File: src/rtl/ysyx_22040759_ifu_axi_bridge.sv
`timescale 1ns/1ps
// IF-side fetch responder: turns each accepted fetch into one 64-bit AXI4 read
// and keeps the last doubleword in a one-entry line buffer for the sibling word.
module ysyx_22040759_ifu_axi_bridge #(
  parameter int         AXI_ADDR_W = 32,
  parameter logic [3:0] AXI_ID     = 4'd0,
  parameter bit         LBUF_EN    = 1'b1
) (
  input  logic                  clk,
  input  logic                  rst_n,
  input  logic                  if_valid,
  input  logic [63:0]           inst_addr,
  output logic                  if_ready,
  output logic [63:0]           if_data_read,
  output logic                  if_resp_err,
  input  logic                  fence_i,
  output logic                  arvalid,
  input  logic                  arready,
  output logic [AXI_ADDR_W-1:0] araddr,
  output logic [3:0]            arid,
  output logic [7:0]            arlen,
  output logic [2:0]            arsize,
  output logic [1:0]            arburst,
  input  logic                  rvalid,
  output logic                  rready,
  input  logic [63:0]           rdata,
  input  logic [1:0]            rresp,
  input  logic                  rlast,
  input  logic [3:0]            rid,
  output logic [1:0]            dbg_state
);

  // Handshakes: a transfer happens on a rising clk edge where valid and ready
  // are both high; a valid, once raised, holds its payload until that edge.
  localparam logic [1:0] S_IDLE = 2'd0;
  localparam logic [1:0] S_AR   = 2'd1;
  localparam logic [1:0] S_R    = 2'd2;
  localparam logic [1:0] S_RESP = 2'd3;
  localparam int         TAG_W  = AXI_ADDR_W - 3;

  logic [1:0]            state;
  logic [AXI_ADDR_W-1:2] addr_q;
  logic                  buf_valid;
  logic [TAG_W-1:0]      buf_tag;
  logic [63:0]           buf_data;
  logic                  no_alloc;

  logic        misaligned;
  logic        hit;
  logic        beat_ok;
  logic [31:0] hit_word;
  logic [31:0] r_word;
  logic        unused_addr_hi;

  assign misaligned = inst_addr[1:0] != 2'b00;
  assign hit        = LBUF_EN && buf_valid && !fence_i &&
                      (buf_tag == inst_addr[AXI_ADDR_W-1:3]);
  assign hit_word   = inst_addr[2] ? buf_data[63:32] : buf_data[31:0];
  assign r_word     = addr_q[2] ? rdata[63:32] : rdata[31:0];
  assign beat_ok    = rlast && (rid == AXI_ID);
  assign unused_addr_hi = ^inst_addr[63:AXI_ADDR_W];

  assign arvalid   = state == S_AR;
  assign rready    = state == S_R;
  assign if_ready  = state == S_RESP;
  assign araddr    = {addr_q[AXI_ADDR_W-1:3], 3'b000};
  assign arid      = AXI_ID;
  assign arlen     = 8'd0;
  assign arsize    = 3'b011;
  assign arburst   = 2'b01;
  assign dbg_state = state;

  always_ff @(posedge clk or negedge rst_n) begin
    if (!rst_n) begin
      state        <= S_IDLE;
      addr_q       <= '0;
      buf_valid    <= 1'b0;
      buf_tag      <= '0;
      buf_data     <= '0;
      no_alloc     <= 1'b0;
      if_data_read <= '0;
      if_resp_err  <= 1'b0;
    end else begin
      if (fence_i) buf_valid <= 1'b0;
      case (state)
        S_IDLE: begin
          if (if_valid) begin
            if (misaligned) begin
              state        <= S_RESP;
              if_data_read <= 64'h13;
              if_resp_err  <= 1'b1;
            end else if (hit) begin
              state        <= S_RESP;
              if_data_read <= {32'h0, hit_word};
              if_resp_err  <= 1'b0;
            end else begin
              state    <= S_AR;
              addr_q   <= inst_addr[AXI_ADDR_W-1:2];
              no_alloc <= 1'b0;
            end
          end
        end
        S_AR: begin
          if (fence_i) no_alloc <= 1'b1;
          if (arready) state <= S_R;
        end
        S_R: begin
          if (fence_i) no_alloc <= 1'b1;
          if (rvalid) begin
            state        <= S_RESP;
            if_data_read <= {32'h0, r_word};
            if_resp_err  <= !beat_ok || (rresp != 2'b00);
            // A fence seen at any point of this read keeps the beat out of the buffer.
            if (LBUF_EN && beat_ok && rresp == 2'b00 && !no_alloc && !fence_i) begin
              buf_valid <= 1'b1;
              buf_tag   <= addr_q[AXI_ADDR_W-1:3];
              buf_data  <= rdata;
            end
          end
        end
        default: state <= S_IDLE;
      endcase
    end
  end

endmodule

File: config.mk
export PLATFORM = sky130hd
export DESIGN_NAME = ysyx_22040759_ifu_axi_bridge
export DESIGN_NICKNAME = d
export VERILOG_FILES = /design/src/rtl/ysyx_22040759_ifu_axi_bridge.sv
export SDC_FILE = /design/constraint.sdc
export NUM_CORES = 1
export LEC_CHECK = 0
export ABC_AREA = 1
export CAP_MARGIN = 30
export CORE_ASPECT_RATIO = 0.6
export CORE_MARGIN = 4
export CORE_UTILIZATION = 47
export DETAILED_ROUTE_END_ITERATION = 16
export PLACE_DENSITY = 0.81
export SLEW_MARGIN = 0
export SYNTH_ARGS = -nofsm -noshare
export SYNTH_HDL_FRONTEND = slang
export SYNTH_SLANG_ARGS = --single-unit
File: constraint.sdc
create_clock -name clk -period 2.3 [get_ports clk]
set_input_delay 0.69 -clock clk [delete_from_list [all_inputs] [get_ports clk]]
set_output_delay 0.69 -clock clk [all_outputs]
set_load 0.02 [all_outputs]
==> out/qor_table.md, run 1 <==
| Item | This run | Unit |
| --- | --- | --- |
| Status | finished, final reports clean | - |
| Final-stage net count | 1257 | - |
| Multiplexer share of the synthesized area | 8.75 | % |
| Final count of negative-setup-slack endpoints | 0 | - |
| Startpoint type of the worst setup path | primary input | - |
| Register-to-register setup slack | 0.22 | ns |
| Pins over their slew limit | 0 | - |
| Worst reg-to-reg path cell count | 7 | - |
| Met1 track demand over resource in global routing | 32.0 | % |
| Fraction of final layout cells sized beyond drive strength 1 | 11.3 | % |
| Hold-fix buffers at CTS | 0 | - |
| Worst setup path endpoint | addr_q[18]$_DFFE_PN0P_ | - |
| Clock tree skew after final layout | 0.0149 | ns |
| Met3 Track Usage GR | 6.68 | % |
| TritonCTS clock tree | yes | - |
| Largest stage delay on the critical path | 0.49 | ns |
| Critical path data arrival time | 2.53 | ns |
| Share of power burned in combinational logic | 40.6 | % |
| Global-route met2 utilization | 31.0 | % |
| CP cell instances | clkdlybuf4s50_1, inv_1, nand2_1, o21ai_0, nor2_1, nand3_2, nor2_2, nand2_2, nand3b_1, buf_6, clkbuf_16, nand2_1, o21ai_0 | - |
| Area after detailed placement | 10100 | um^2 |
| Yosys warns | 0 | - |
| Portion of the post-synthesis area used by sequential elements | 48.3 | % |
| Most Crowded Layer GR | met1 | - |
| Fin. Hold Viols | 0 | - |
| Clock network power share | 25.4 | % |
| Max transition margin | 51.3 | % |
| Most instantiated flip-flop cell in the synthesis netlist | dfrtp_1 | - |
| Remaining antenna violation count | 0 | - |
| Leading cell types in the layout, fill and taps excluded | nand2_1 (211), clkdlybuf4s50_1 (171), dfrtp_1 (160) | - |
| Area of all placed cells without fillers | 10800 | um^2 |
| Area growth from synthesis to layout | 30.2 | % |
| Critical Path Fanout Max | 14 | - |
| Placed wire-length estimate after detailed placement | 15.1 | mm |
| Area share of xor/xnor cells in the synthesized design | 0.952 | % |
| Top-level I/O count | 260 | - |
| Leakage power | 5.40 | nW |
| Average routed wire per standard cell | 16.4 | um |
| Max VDD drop | 0.000591 | V |
| Slowest cell on crit path | clkdlybuf4s50_1 | - |
| Bufs on Longest Clock Path | 2 | - |
| Fraction of post-synthesis cell area in the top cell type by area | 48.3 | % |
| Shortest clock period the worst path allows after layout | 2.22 | ns |
| Starting Density | 48.1 | % |
| CTS root buffer | clkbuf_16 | - |
| Max Clock Freq | 450 | MHz |
| Simple-gate portion of the synthesized area | 16.0 | % |
| CTS H-tree lvls | 4 | - |
| Adder-cell share of the synthesized area | 0.604 | % |
| Floorplan die width | 179 | um |
| Post-synthesis register bit count | 160 | - |
| Clock-pin slew reported for the worst setup and hold paths after clock tree synthesis | 0.07 | ns |
| Latest clock arrival within the worst-skew pair | 0.42 | ns |
| Worst Setup SP | inst_addr[12] | - |
| Max-cap violations | 0 | - |
| Number of antenna violations at the first check in global routing | 3 | - |
| Iteration count of the initial detailed-routing pass | 5 | - |
| Critical Setup Path Class | in2reg | - |
| Number of global-route vias before repair | 6663 | - |
| Sw Ratio | 38.2 | % |
| Reg2reg end | if_data_read[26]$_DFFE_PN0P_ | - |
| Non-filler cells in the finished layout | 1359 | - |
| Leading cell type in the layout, fill and taps excluded | nand2_1 | - |
| Power dissipated by switching net loads | 4.20 | mW |
| Dominant combinational cell family by area after synthesis | simple AND/OR/NAND/NOR gates | - |
| Total wire length after detailed routing | 22.2 | mm |
| Number of remaining DRC errors | 0 | - |
| Count of input and output buffers | 175 | - |
| Slew of the pin with the lowest slew margin | 0.726 | ns |
| Distinct cell type count after synthesis | 30 | - |
| Routed vias | 6792 | - |
| Register share of total power | 34.1 | % |
| Ratio of total power to cell area | 1020 | nW/um^2 |
| Number of buffers created by CTS | 17 | - |
| Die height | 111 | um |
| Cell types with the largest area share after synthesis | dfrtp_1 (48%), nand2_1 (9.7%), buf_4 (7.3%), mux2_2 (5.8%), o21ai_0 (5.7%) | - |
| Placed cells | 1321 | - |
| Grt ovf | 0 | - |
| Data required time at the worst endpoint | 2.61 | ns |
| Die footprint | 19900 | um^2 |
| Startpoint of the lowest-slack register-to-register path | addr_q[2]$_DFFE_PN0P_ | - |
| Share of the clock period used by the worst path | 96.6 | % |
| Synthesized netlist cell count | 956 | - |
| Routability congestion estimate | 0.827 | - |
| Via/cell ratio | 5.00 | - |
| DRT iter0 DRCs | 531 | - |
| Largest net degree at the start of global routing | 67 | - |
| Async set-reset flop share out of synthesis | 100 | % |
| Global-route wire length before repair | 34.3 | mm |
| Overall fraction of global-route tracks in use | 21.5 | % |
| Row cnt | 37 | - |
| Synthesized area per cell | 8.66 | um^2 |
| Core region area | 17200 | um^2 |
| Compound-Gate Fraction of Synth Area | 10.9 | % |
| Total internal power | 6.79 | mW |
| Post-synth design cell area | 8280 | um^2 |
| Clock sink total | 160 | - |
| Post-synth EDFFs | 0 | - |
| Post-synth top area cell | dfrtp_1 | - |
| Capturing element type of the critical path | register | - |
| Worst hold-check path type | in2async | - |
==> per-stage QoR <==
stage	utilization [%]	power [mW]	worst slack (ns)	setup TNS, ns	hold WS [ns]
after global placement	58.6	8.09	-0.368	-22.18	0.453
after detailed placement	58.6	8.20	-0.437	-25.18	0.457
after CTS	61.9	11.0	0.00625	0	0.211
final	62.6	11.0	0.0778	0	0.204
after floorplan	-	6.51	0.145	0	0.394
after global routing	62.6	11.7	-0.0306	-0.0672	0.222
==> worst max-delay path, delay by kind of cell <==
family	cells	cell delay [ns]
AO/OA/AOI/OAI	2	0.18
buffers and inverters	4	0.91
AND/OR/NAND/NOR	7	0.75
==> logic make-up (layout without fill, tap and decap cells) <==
group | count (synthesis) | in the layout
flops | 160 | 160
xor+xnor | 9 | 9
other cells | 2 | 53
fa+ha+maj | 4 | 4
compound gates | 163 | 163
simple gates | 329 | 329
buf+inv | 225 | 343
mux | 64 | 64
==> synthesized netlist by cell type (2+ instances only) <==
master      n
nand3_1    35
buf_4      81
mux2_2     43
a21oi_1    35
xor2_1      3
ha_1        4
o31ai_1    29
a32oi_1     3
nand2_1   213
mux2_1     20
o21ai_0    94
conb_1      2
clkbuf_1   24
nor2_1     75
buf_6       3
buf_2      14
dfrtp_1   160
xnor2_1     6
buf_1       6
nand3_2     2
inv_1      95
==> layer usage <==
metal / part of all wire (%) / vias to the layer above
met5: 0.031 / -
met1: 48 / 3256
met4: 0.65 / 2
li1: - / 3254
met2: 43 / 263
met3: 8.5 / 17
==> how the worst min path moves through the flow <==
stage / start / end / slack, ns / cells past startpoint
finish: rst_n / addr_q[26]$_DFFE_PN0P_ / 0.20 / 1
global placement: if_data_read[0]$_DFFE_PN0P_ / if_data_read[0]$_DFFE_PN0P_ / 0.45 / 2
global route: rst_n / addr_q[24]$_DFFE_PN0P_ / 0.22 / 1
floorplan: rst_n / addr_q[10]$_DFFE_PN0P_ / 0.39 / 0
detailed placement: if_data_read[19]$_DFFE_PN0P_ / if_data_read[19]$_DFFE_PN0P_ / 0.46 / 2
CTS: rst_n / addr_q[26]$_DFFE_PN0P_ / 0.21 / 1
==> final cells by class <==
cell class / instances / area (um^2)
inverters: 97 / 364
diodes: 1 / 2.50
clock buffers: 19 / 453
fillers: 1437 / 6440
repair buffers: 215 / 2240
flip-flops and latches: 160 / 4000
clock inverters: 12 / 124
multi-input cells: 621 / 3310
well taps: 234 / 293
==> flip-flops by register name, summed over array words and instances (netlist names) <==
| name | flops |
|---|---|
| if_data_read | 32 |
| buf_data | 64 |
| no_alloc | 1 |
| addr_q | 30 |
| buf_tag | 29 |
| if_resp_err | 1 |
| dbg_state | 2 |
| buf_valid | 1 |
==> power by group through the flow <==
| stage | clock [mW] | combinational (mW) | sequential [mW] |
|---|---|---|---|
| final | 2.79 | 4.46 | 3.75 |
| after global routing | 2.98 | 4.86 | 3.83 |
| after CTS | 2.84 | 4.43 | 3.74 |
| after detailed placement | 0 | 4.42 | 3.78 |
| after global placement | 0 | 4.32 | 3.77 |
| after floorplan | 0 | 2.58 | 3.93 |
==> timing repair <==
item | 4_1_cts | 5_1_grt
endpoints found under the setup margin | 4 | 63
pin swaps | 1 | 4
gates resized for setup | 4 | 7
buffers inserted | 0 | 2
cloned | 0 | 4
Power figures use the tool's default switching activity.
==> run 2: changes to the inputs <==
--- a/config.mk
+++ b/config.mk
@@ -7,5 +7,5 @@
 export LEC_CHECK = 0
 export ABC_AREA = 1
-export CAP_MARGIN = 30
+export CAP_MARGIN = 10
 export CORE_ASPECT_RATIO = 0.6
 export CORE_MARGIN = 4
==> constraint.sdc (replaced) <==
create_clock -name clk -period 2.2 [get_ports clk]
set_input_delay 0.22 -clock clk [delete_from_list [all_inputs] [get_ports clk]]
set_output_delay 0.22 -clock clk [all_outputs]
set_load 0.02 [all_outputs]
==> run 2 against run 1 <==
Core utilization decreased by 1.0 points; global-route usage decreased by 0.36 points; first-iteration DRC count decreased by 24%; final cell count decreased by 1.1%; final area decreased by 1.6%; register-to-register slack got worse by 0.07 ns; total power increased by 4.8%; clock-buffer cell count unchanged; die area unchanged; sequential share of layout area increased by 0.62 points; largest power group unchanged.
==> out/qor_table.md, run 2 (synthesis results as in run 1) <==
| Item | This run | Unit |
| --- | --- | --- |
| Status | finished, final reports clean | - |
| Count of input and output buffers | 175 | - |
| Max VDD drop | 0.000561 | V |
| Total area of multi-input combinational cells | 3290 | um^2 |
| Die height | 111 | um |
| Fraction of the core area covered by cells at the end of the flow | 61.6 | % |
| Critical path data arrival time | 2.36 | ns |
| Latest clock arrival within the worst-skew pair | 0.42 | ns |
| CTS root buffer | clkbuf_16 | - |
| Data required time at the worst endpoint | 2.51 | ns |
| Leakage power | 5.29 | nW |
| Average routed wire per standard cell | 15.6 | um |
| Max transition margin | 63.6 | % |
| Remaining antenna violation count | 0 | - |
| Register with the highest flop count | buf_data | - |
| Number of buffers created by CTS | 17 | - |
| Core region area | 17200 | um^2 |
| Number of remaining DRC errors | 0 | - |
| Clock-pin slew reported for the worst setup and hold paths after clock tree synthesis | 0.07 | ns |
| Shortest clock period the worst path allows after layout | 2.05 | ns |
| TritonCTS clock tree | yes | - |
| Slew of the pin with the lowest slew margin | 0.543 | ns |
| Pins over their slew limit | 0 | - |
| Worst hold-check path type | in2async | - |
| Starting Density | 48.1 | % |
| Critical Setup Path Class | reg2reg | - |
| Fin. Hold Viols | 0 | - |
| CP cell instances | inv_1, ha_1, inv_2, nor4_4, nand3_4, buf_12, mux2_1 | - |
| Filler Cells Inserted | 1451 | - |
| Floorplan die width | 179 | um |
| Area after detailed placement | 10000 | um^2 |
| Worst reg-to-reg path cell count | 7 | - |
| Leading cell types in the layout, fill and taps excluded | nand2_1 (213), clkdlybuf4s50_1 (174), dfrtp_1 (160) | - |
| Max Clock Freq | 488 | MHz |
| Fraction of final layout cells sized beyond drive strength 1 | 9.46 | % |
| CTS H-tree lvls | 4 | - |
| Slowest cell on crit path | dfrtp_1 | - |
| Startpoint type of the worst setup path | register | - |
| Register area | 4000 | um^2 |
| Area growth from synthesis to layout | 28.1 | % |
| Via/cell ratio | 4.99 | - |
| Critical Path Fanout Max | 97 | - |
| Max-cap violations | 0 | - |
| Registers with the highest flip-flop counts | buf_data x64, if_data_read x32, addr_q x30 | - |
| Largest net degree at the start of global routing | 98 | - |
| Capturing element type of the critical path | register | - |
| Routability congestion estimate | 0.845 | - |
| Clock sink total | 160 | - |
| Grt ovf | 0 | - |
| Area of all placed cells without fillers | 10600 | um^2 |
| Top-level I/O count | 260 | - |
| Iteration count of the initial detailed-routing pass | 6 | - |
| DRT iter0 DRCs | 404 | - |
| Total wire length after detailed routing | 21.0 | mm |
| Row cnt | 37 | - |
| Number of flip-flops under the largest register name | 64 | - |
| Number of antenna violations at the first check in global routing | 1 | - |
| Share of the clock period used by the worst path | 93.1 | % |
| Post-CTS setup repair buffer count | 0 | - |
| Final count of negative-setup-slack endpoints | 0 | - |
| Number of diodes | 0 | - |
| Bufs on Longest Clock Path | 2 | - |
| Final-stage net count | 1242 | - |
| Placed wire-length estimate after detailed placement | 14.9 | mm |
| Die footprint | 19900 | um^2 |
| Number of global-route vias before repair | 6447 | - |
| Setup repair after global routing missed its margin | false | - |
| Routed vias | 6704 | - |
| Clock tree skew after final layout | 0.0232 | ns |
| Minimum setup slack in the final design | 0.152 | ns |
| Largest stage delay on the critical path | 0.41 | ns |
| Global-route wire length before repair | 33.5 | mm |
| Leading cell type in the layout, fill and taps excluded | nand2_1 | - |
| Sum of negative setup slack | 0 | ns |
| Ratio of total power to cell area | 1090 | nW/um^2 |
| Total power | 11.5 | mW |
| Overall fraction of global-route tracks in use | 21.1 | % |
| Setup slack after placement | -0.0120 | ns |
run 2: path summary, 6_finish.rpt:
check | startpoint | endpoint | slack, ns
max | dbg_state[0]$_DFFE_PN0P_ | buf_data[43]$_DFFE_PN0P_ | 0.15
min | rst_n | addr_q[26]$_DFFE_PN0P_ | 0.31
max reg2reg | dbg_state[0]$_DFFE_PN0P_ | buf_data[43]$_DFFE_PN0P_ | 0.15
min reg2reg | if_data_read[3]$_DFFE_PN0P_ | if_data_read[3]$_DFFE_PN0P_ | 0.47
max in group asynchronous | rst_n | if_data_read[1]$_DFFE_PN0P_ | 1.21
min in group clk | rdata[17] | buf_data[17]$_DFFE_PN0P_ | 0.39
run 2: critical path, delay by kind of cell, from the launching register on:
family | cells | cell delay [ns]
adder cells (fa/ha/maj) | 1 | 0.22
buffers and inverters | 3 | 0.45
flip-flops | 1 | 0.41
multiplexers | 1 | 0.38
AND/OR/NAND/NOR | 2 | 0.41
run 2: timing repair:
action | CTS | global route
resized for setup | 0 | 0
hold buffers | 1 | 0
endpoints found under the hold margin | 45 | 0
run 2: area by class of cell:
cell class / instances / area share (%)
sequential: 160 / 37.7
multi-input combinational: 621 / 31.0
timing repair buffer: 200 / 19.5
clock buffer: 19 / 4.08
inverter: 97 / 3.43
tap: 234 / 2.76
clock inverter: 13 / 1.44
run 2: through the flow:
step / hold slack [ns] / cells
detailed placement: 0.188 / 1311
CTS: 0.314 / 1344
global placement: 0.190 / 1311
floorplan: -0.0756 / 1006
finish: 0.306 / 1344
global route: 0.329 / 1344
run 2: power by group:
| group | total, mW | switching [mW] | internal [mW] |
|---|---|---|---|
| combinational | 4.63 | 2.67 | 1.96 |
| sequential | 3.93 | 0.419 | 3.51 |
| clock | 2.97 | 1.27 | 1.70 |
| total | 11.5 | 4.36 | 7.16 |
run 2: per-layer routing:
layer	part of all wire (%)	GRT usage [%]
met1	48	31.8
met2	43	30.6
met3	8.1	5.69
met4	0.77	4.26
met5	0.038	0
